File: config.mk
export PLATFORM = sky130hd
export DESIGN_NAME = ecc_enc_dec_q
export DESIGN_NICKNAME = d
export VERILOG_FILES = /design/src/rtl/ecc_enc_dec_q.sv
export SDC_FILE = /design/constraint.sdc
export NUM_CORES = 1
export LEC_CHECK = 0
export CAP_MARGIN = 20
export CORE_AREA = 2 2 234 236
export DETAILED_ROUTE_END_ITERATION = 10
export DIE_AREA = 0 0 236 238
export PLACE_DENSITY = 0.61
export SETUP_SLACK_MARGIN = 0.3
export SYNTH_ARGS = -nofsm -noshare
export SYNTH_HDL_FRONTEND = slang
export SYNTH_SLANG_ARGS = --single-unit
export TNS_END_PERCENT = 100
File: constraint.sdc
create_clock -name clk -period 19.93 [get_ports clk]
set_clock_uncertainty 0.1 [all_clocks]
set_input_delay 3.986 -clock clk [delete_from_list [all_inputs] [get_ports clk]]
set_output_delay 3.986 -clock clk [all_outputs]
set_load 0.02 [all_outputs]
File: src/rtl/ecc_enc_dec_q.sv
// ecc_enc_dec_q: APB-programmed extended-Hamming SECDED encoder/decoder with a
// command FIFO and a valid/ready result port.
module ecc_enc_dec_q #(
    parameter int unsigned DATA_WIDTH      = 32,
    parameter int unsigned AMBA_ADDR_WIDTH = 20,
    parameter int unsigned AMBA_WORD       = 32,
    parameter int unsigned CMD_DEPTH       = 4
) (
    input  logic                       clk,
    input  logic                       rst,
    input  logic [AMBA_ADDR_WIDTH-1:0] PADDR,
    input  logic [AMBA_WORD-1:0]       PWDATA,
    input  logic                       PENABLE,
    input  logic                       PSEL,
    input  logic                       PWRITE,
    output logic [AMBA_WORD-1:0]       PRDATA,
    output logic [DATA_WIDTH-1:0]      data_out,
    output logic                       out_valid,
    input  logic                       out_ready,
    output logic [1:0]                 num_of_errors
);

    localparam int unsigned N    = DATA_WIDTH;
    localparam int unsigned LOGN = $clog2(N);
    localparam int unsigned K    = N - LOGN - 1;
    localparam int unsigned PW   = $clog2(CMD_DEPTH);
    localparam int unsigned CW   = PW + 1;

    typedef enum logic [1:0] {ST_IDLE, ST_CALC, ST_HOLD} state_t;

    // XOR of the indices of all set bits in positions 1..N-1
    function automatic logic [LOGN-1:0] ecc_syndrome(input logic [N-1:0] cw);
        logic [LOGN-1:0] s;
        s = '0;
        for (int unsigned i = 1; i < N; i++) begin
            if (cw[i]) s = s ^ LOGN'(i);
        end
        return s;
    endfunction

    // Scatter data into non-power-of-two positions, then fill parity bits
    function automatic logic [N-1:0] ecc_encode(input logic [K-1:0] d);
        logic [N-1:0]    cw;
        logic [K-1:0]    dd;
        logic [LOGN-1:0] s;
        cw = '0;
        dd = d;
        for (int unsigned i = 1; i < N; i++) begin
            if ((i & (i - 1)) != 0) begin
                cw[i] = dd[0];
                dd    = dd >> 1;
            end
        end
        // syndrome of the data-only word is exactly the parity each group needs
        s = ecc_syndrome(cw);
        for (int unsigned k = 0; k < LOGN; k++) begin
            cw[1 << k] = s[k];
        end
        cw[0] = ^cw;
        return cw;
    endfunction

    // Returns {num_of_errors, zero-extended data}
    function automatic logic [N+1:0] ecc_decode(input logic [N-1:0] cw);
        logic [LOGN-1:0] s;
        logic [N-1:0]    fixed;
        logic [K-1:0]    dd;
        logic [1:0]      err;
        s     = ecc_syndrome(cw);
        fixed = cw;
        err   = 2'b00;
        if (^cw) begin
            fixed = cw ^ (N'(1) << s);
            err   = 2'b01;
        end else if (s != '0) begin
            err = 2'b10;
        end
        dd = '0;
        for (int i = N - 1; i >= 1; i--) begin
            if ((i & (i - 1)) != 0) dd = {dd[K-2:0], fixed[i]};
        end
        return {err, N'(dd)};
    endfunction

    logic [1:0]    ctrl_reg;
    logic [N-1:0]  data_in_reg;
    logic [N-1:0]  noise_reg;
    logic          overflow;

    logic [1:0]    fifo_op    [CMD_DEPTH];
    logic [N-1:0]  fifo_data  [CMD_DEPTH];
    logic [N-1:0]  fifo_noise [CMD_DEPTH];
    logic [PW-1:0] wr_ptr;
    logic [PW-1:0] rd_ptr;
    logic [CW-1:0] count;

    state_t        state;
    logic [1:0]    cur_op;
    logic [N-1:0]  cur_data;
    logic [N-1:0]  cur_noise;

    logic [1:0]    reg_sel;
    logic          apb_wr;
    logic          apb_setup_rd;
    logic          fifo_full;
    logic          fifo_empty;
    logic          push_req;
    logic          push;
    logic          drop;
    logic          pop;

    logic [N-1:0]  enc_cw;
    logic [N-1:0]  dec_in;
    logic [N+1:0]  dec_res;
    logic [N-1:0]  res_data;
    logic [1:0]    res_err;
    logic [AMBA_WORD-1:0] rd_mux;

    logic          unused_apb;
    assign unused_apb = ^{PADDR, PWDATA};

    assign reg_sel      = PADDR[3:2];
    assign apb_wr       = PSEL & PENABLE & PWRITE;
    assign apb_setup_rd = PSEL & ~PENABLE & ~PWRITE;
    assign fifo_full    = (count == CW'(CMD_DEPTH));
    assign fifo_empty   = (count == '0);
    assign push_req     = apb_wr && (reg_sel == 2'd0) && (PWDATA[1:0] != 2'd3);
    assign push         = push_req && !fifo_full;
    assign drop         = push_req && fifo_full;
    assign pop          = (state == ST_IDLE) && !fifo_empty;

    // Programming registers and sticky overflow
    always_ff @(posedge clk) begin
        if (!rst) begin
            ctrl_reg    <= '0;
            data_in_reg <= '0;
            noise_reg   <= '0;
            overflow    <= 1'b0;
        end else begin
            if (apb_wr) begin
                case (reg_sel)
                    2'd0: ctrl_reg    <= PWDATA[1:0];
                    2'd1: data_in_reg <= PWDATA[N-1:0];
                    2'd2: noise_reg   <= PWDATA[N-1:0];
                    default: if (PWDATA[2]) overflow <= 1'b0;
                endcase
            end
            if (drop) overflow <= 1'b1;
        end
    end

    // Command FIFO: snapshot of op, DATA_IN and NOISE at CTRL write time
    always_ff @(posedge clk) begin
        if (!rst) begin
            wr_ptr <= '0;
            rd_ptr <= '0;
            count  <= '0;
            for (int i = 0; i < CMD_DEPTH; i++) begin
                fifo_op[i]    <= '0;
                fifo_data[i]  <= '0;
                fifo_noise[i] <= '0;
            end
        end else begin
            if (push) begin
                fifo_op[wr_ptr]    <= PWDATA[1:0];
                fifo_data[wr_ptr]  <= data_in_reg;
                fifo_noise[wr_ptr] <= noise_reg;
                wr_ptr             <= wr_ptr + PW'(1);
            end
            if (pop) rd_ptr <= rd_ptr + PW'(1);
            case ({push, pop})
                2'b10:   count <= count + CW'(1);
                2'b01:   count <= count - CW'(1);
                default: count <= count;
            endcase
        end
    end

    // Result of the command held by the engine
    always_comb begin
        enc_cw  = ecc_encode(cur_data[K-1:0]);
        dec_in  = (cur_op == 2'd2) ? (enc_cw ^ cur_noise) : cur_data;
        dec_res = ecc_decode(dec_in);
        if (cur_op == 2'd0) begin
            res_data = enc_cw;
            res_err  = 2'b00;
        end else begin
            res_data = dec_res[N-1:0];
            res_err  = dec_res[N+1:N];
        end
    end

    // Engine FSM: pop, compute, hold until the consumer accepts
    always_ff @(posedge clk) begin
        if (!rst) begin
            state         <= ST_IDLE;
            out_valid     <= 1'b0;
            data_out      <= '0;
            num_of_errors <= 2'b00;
            cur_op        <= '0;
            cur_data      <= '0;
            cur_noise     <= '0;
        end else begin
            case (state)
                ST_IDLE: begin
                    if (!fifo_empty) begin
                        cur_op    <= fifo_op[rd_ptr];
                        cur_data  <= fifo_data[rd_ptr];
                        cur_noise <= fifo_noise[rd_ptr];
                        state     <= ST_CALC;
                    end
                end
                ST_CALC: begin
                    data_out      <= res_data;
                    num_of_errors <= res_err;
                    out_valid     <= 1'b1;
                    state         <= ST_HOLD;
                end
                ST_HOLD: begin
                    if (out_ready) begin
                        out_valid <= 1'b0;
                        state     <= ST_IDLE;
                    end
                end
                default: state <= ST_IDLE;
            endcase
        end
    end

    // Read mux for the register selected by PADDR
    always_comb begin
        rd_mux = '0;
        case (reg_sel)
            2'd0: rd_mux[1:0]   = ctrl_reg;
            2'd1: rd_mux[N-1:0] = data_in_reg;
            2'd2: rd_mux[N-1:0] = noise_reg;
            default: begin
                rd_mux[0]    = fifo_empty;
                rd_mux[1]    = fifo_full;
                rd_mux[2]    = overflow;
                rd_mux[15:8] = 8'(count);
            end
        endcase
    end

    // PRDATA captured on the setup phase so it is valid through the access edge
    always_ff @(posedge clk) begin
        if (!rst) begin
            PRDATA <= '0;
        end else if (apb_setup_rd) begin
            PRDATA <= rd_mux;
        end
    end

endmodule

==> Implementation_results.wiki <==
{| class="wikitable"
! Metric !! Value
|-
| Synthesized area divided by synthesized cell count || 11.0 µm²
|-
| Number of levels in the clock H-tree || 2
|-
| Count of nets after finishing || 2038
|-
| Unrepaired setup endpoints after global routing || no
|-
| Detailed-routing iteration count for the pre-antenna-repair pass || 5
|-
| Final setup TNS || 0 ps
|-
| Total power density per cell area || 160 nW/µm²
|-
| Number of nets in the synthesized netlist || 2005
|-
| Number of buffers on the longest clock path || 3
|-
| DP Cell Count || 2616
|-
| CTS Hold Buffers Added || 0
|-
| Post-Layout Inst Area || 24600 µm²
|-
| Port Buf Inserts || 106
|-
| Final Worst Setup Slack || 12550 ps
|-
| Remaining antenna violation count || 0
|-
| Crit-path slowest cell || sky130_fd_sc_hd__nand2b_2
|-
| Netlist area before placement || 21300 µm²
|-
| Synth top cells by count || 349 x sky130_fd_sc_hd__nand2_1, 264 x sky130_fd_sc_hd__edfxtp_1, 218 x sky130_fd_sc_hd__nor2_1
|-
| Routed vias/inst || 5.29
|-
| Largest cells by area after synthesis || sky130_fd_sc_hd__edfxtp_1 37%, sky130_fd_sc_hd__dfxtp_1 20%, sky130_fd_sc_hd__mux4_2 7.0%
|-
| Global-route congestion overflow total || 0
|-
| Worst IR Drop VDD || 0.254 mV
|-
| Sequential element share of the synthesized area || 0.569
|-
| Max Clock Freq || 135 MHz
|-
| Global placer's final weighted congestion || 0.845
|-
| Later-pin clock latency in the skew report || 600 ps
|-
| Ys flop type || sky130_fd_sc_hd__edfxtp_1
|-
| Area growth from synthesis to layout || 15.4%
|-
| Pre-CTS worst setup slack || 11910 ps
|-
| Number of standard cells after synthesis || 1941
|-
| Logic gate share of total power || 0.460
|-
| Number of fillers in the final layout || 4890
|-
| Share of final-layout standard cells stronger than drive strength 1 || 0.101
|-
| Type of the tightest min-delay check || reg2reg
|-
| Number of synthesized register bits || 473
|-
| Full die area || 56200 µm²
|-
| Number of buffer and inverter instances along the worst setup path || 3
|-
| Final Slew Violations || 0
|-
| Post-DR wirelength/cell || 20.2 µm
|-
| Via count of the first global-routing pass || 13800
|-
| Final setup viols || 0
|-
| Cell family with most CP delay || simple AND/OR/NAND/NOR gates
|-
| Fin. Hold Viols || 0
|-
| Detailed-placement wirelength estimate || 34700 µm
|-
| Unique masters post-synth || 54
|-
| Int Power || 2.35 mW
|-
| Result of the run || completed
|-
| Maximum fanout along the worst path || 36
|-
| Startpoint type of the worst setup path || input port
|-
| CORE AREA || 53500 µm²
|-
| Arr. time, crit path || 7500 ps
|-
| Total number of vias || 14300
|-
| Clock tree from TritonCTS || built
|-
| Sort of element at the end of the critical path || register
|-
| Total Power || 3.92 mW
|-
| Cell with the most instances after synthesis || sky130_fd_sc_hd__nand2_1
|-
| Max-capacitance violation count || 0
|-
| P_sw || 1.57 mW
|-
| Chip width || 236 µm
|-
| Vertical die dimension || 238 µm
|-
| Final std cells w/o fill || 2710
|-
| Reg power frac || 0.303
|-
| Shortest clock period the worst path allows after layout || 7380 ps
|-
| Pin count of the biggest net entering global routing || 106
|-
| Count of flip-flops with a built-in enable after synthesis || 264
|-
| Final cycle utilization of the critical path || 0.370
|-
| Placed Area || 22900 µm²
|-
| Fraction of post-synthesis cell area in the top cell type by area || 0.372
|-
| Number of antenna cells inserted || 0
|-
| Starting utilization of the core area || 0.398
|-
| I/O Pins || 125
|-
| First DRT Iteration DRCs || 1455
|-
| Std cell rows || 85
|-
| Share of synthesized flip-flops with an asynchronous set or reset || 0
|-
| Final Routed Wirelength || 54700 µm
|-
| Inserted Clock Buffers || 49
|-
| Leakage power || 8.71 nW
|-
| List of cells traversed by the critical path || clkdlybuf4s50_1 > and3_1 > nand2_1 > a21oi_1 > nor2b_1 > inv_1 > nor4_2 > nand2b_2 > buf_4
|-
| Root cell of the clock tree || sky130_fd_sc_hd__clkbuf_16
|-
| Worst-path clk slew || 60 ps
|-
| Headroom to the max-slew limit || 0.299
|-
| Post-cts sizing count || 0
|-
| Residual DRC count || 0
|-
| Fraction of power spent switching nets || 0.401
|-
| Global-route wire length before repair || 83700 µm
|-
| Actual transition at the worst max-transition pin || 1050 ps
|-
| Largest area contributor in the synthesized netlist || sky130_fd_sc_hd__edfxtp_1
|-
| Postcts setup bufs || 0
|-
| Crit-path max cell delay || 800 ps
|-
| CTS Sinks || 473
|-
| Part of the total power dissipated in the clock network || 0.236
|-
| Critical path class || in2reg
|-
| Warnings from Yosys || 0
|-
| Required time of the worst setup path || 20040 ps
|-
| Regs by FF count || fifo_data (128), fifo_noise (128)
|-
| Initial antenna violation count || 0
|-
| Aggregate global-route resource usage || 0.194
|}
[logic make-up (layout without fill, tap and decap cells)]
| kind of cell | count (synthesis) | after routing | synth area share |
|---|---|---|---|
| flip-flops | 473 | 473 | 0.569 |
| multiplexers | 97 | 97 | 0.0853 |
| AO/OA/AOI/OAI | 281 | 281 | 0.0786 |
| AND/OR/NAND/NOR | 689 | 689 | 0.140 |
| adder cells (fa/ha/maj) | 6 | 6 | 0.00388 |
| buffers and inverters | 230 | 303 | 0.0429 |
| XOR/XNOR | 165 | 165 | 0.0805 |
[layer usage]
metal  wire, µm  track usage  vias to the layer above
met4        884       0.0471                        0
met2      24000        0.286                      533
met3       4610       0.0351                       62
met1      25200        0.293                     6978
met5          0            0                        -
li1           -            -                     6757
[placed cells by master (no fill, tap or decap), drive strengths merged, types with 3 or more instances in the layout]
| cell type | netlist | final |
|---|---|---|
| a22oi | 76 | 76 |
| xnor2 | 91 | 91 |
| nor4 | 4 | 4 |
| clkinv | 1 | 9 |
| nand2b | 5 | 5 |
| nand2 | 349 | 349 |
| clkbuf | 129 | 74 |
| edfxtp | 264 | 264 |
| xor2 | 58 | 58 |
| nor3 | 7 | 7 |
| a21oi | 155 | 155 |
| ha | 5 | 5 |
| nand4 | 7 | 7 |
| xnor3 | 14 | 14 |
| nand4b | 4 | 4 |
| or3 | 3 | 3 |
| clkinvlp | 0 | 3 |
| and2 | 69 | 69 |
| bufinv | 0 | 4 |
| nor2b | 4 | 4 |
| o21ai | 16 | 16 |
| a221oi | 5 | 5 |
| nand3 | 6 | 6 |
| nor4b | 5 | 5 |
| dfxtp | 209 | 209 |
| nor2 | 218 | 218 |
| clkdlybuf4s50 | 0 | 106 |
| o22ai | 21 | 21 |
| buf | 22 | 26 |
| mux2i | 30 | 30 |
| inv | 78 | 81 |
| mux4 | 66 | 66 |
[worst min-delay path, delay by kind of cell, from the launching register on]
family,cells,cell delay [ps]
DFF,1,310
and+or+nand+nor,1,50
AOI/OAI and AO/OA,1,50
[path summary, 6_finish.rpt]
check,to,depth (start not counted),slack [ps],startpoint
worst min-delay path,cur_data[31]$_SDFFE_PN0P_,2,360,cur_data[31]$_SDFFE_PN0P_
worst max-delay path,fifo_data[0][10]$_SDFFCE_PN0P_,9,12550,PSEL
worst max register to register,data_out[4]$_SDFFE_PN0P_,12,15190,cur_op[1]$_SDFFE_PN0P_
worst min register to register,cur_data[31]$_SDFFE_PN0P_,2,360,cur_data[31]$_SDFFE_PN0P_
[stage by stage]
stage,hold WS [ps],utilization
after floorplan,336,-
after global placement,344,0.427
after detailed placement,350,0.427
after CTS,358,0.458
after global routing,383,0.459
final,356,0.459
[power groups by stage]
| stage | sequential (mW) | combinational, mW | clock, mW |
|---|---|---|---|
| finish | 1.19 | 1.81 | 0.927 |
| global route | 1.20 | 1.94 | 0.981 |
| CTS | 1.19 | 1.80 | 0.944 |
| detailed placement | 1.21 | 1.80 | 0 |
| global placement | 1.21 | 1.80 | 0 |
| floorplan | 1.16 | 1.45 | 0 |
[area by class of cell]
cell class | count | area, µm² | share of cell area
clock buffer | 73 | 1390 | 0.0567
clock inverter | 18 | 239 | 0.00973
inverter | 79 | 302 | 0.0123
multi-input combinational | 1238 | 8330 | 0.339
sequential | 473 | 12100 | 0.493
tap | 696 | 871 | 0.0355
timing repair buffer | 133 | 1300 | 0.0531
Note: power is estimated with default switching activity, not from simulation.
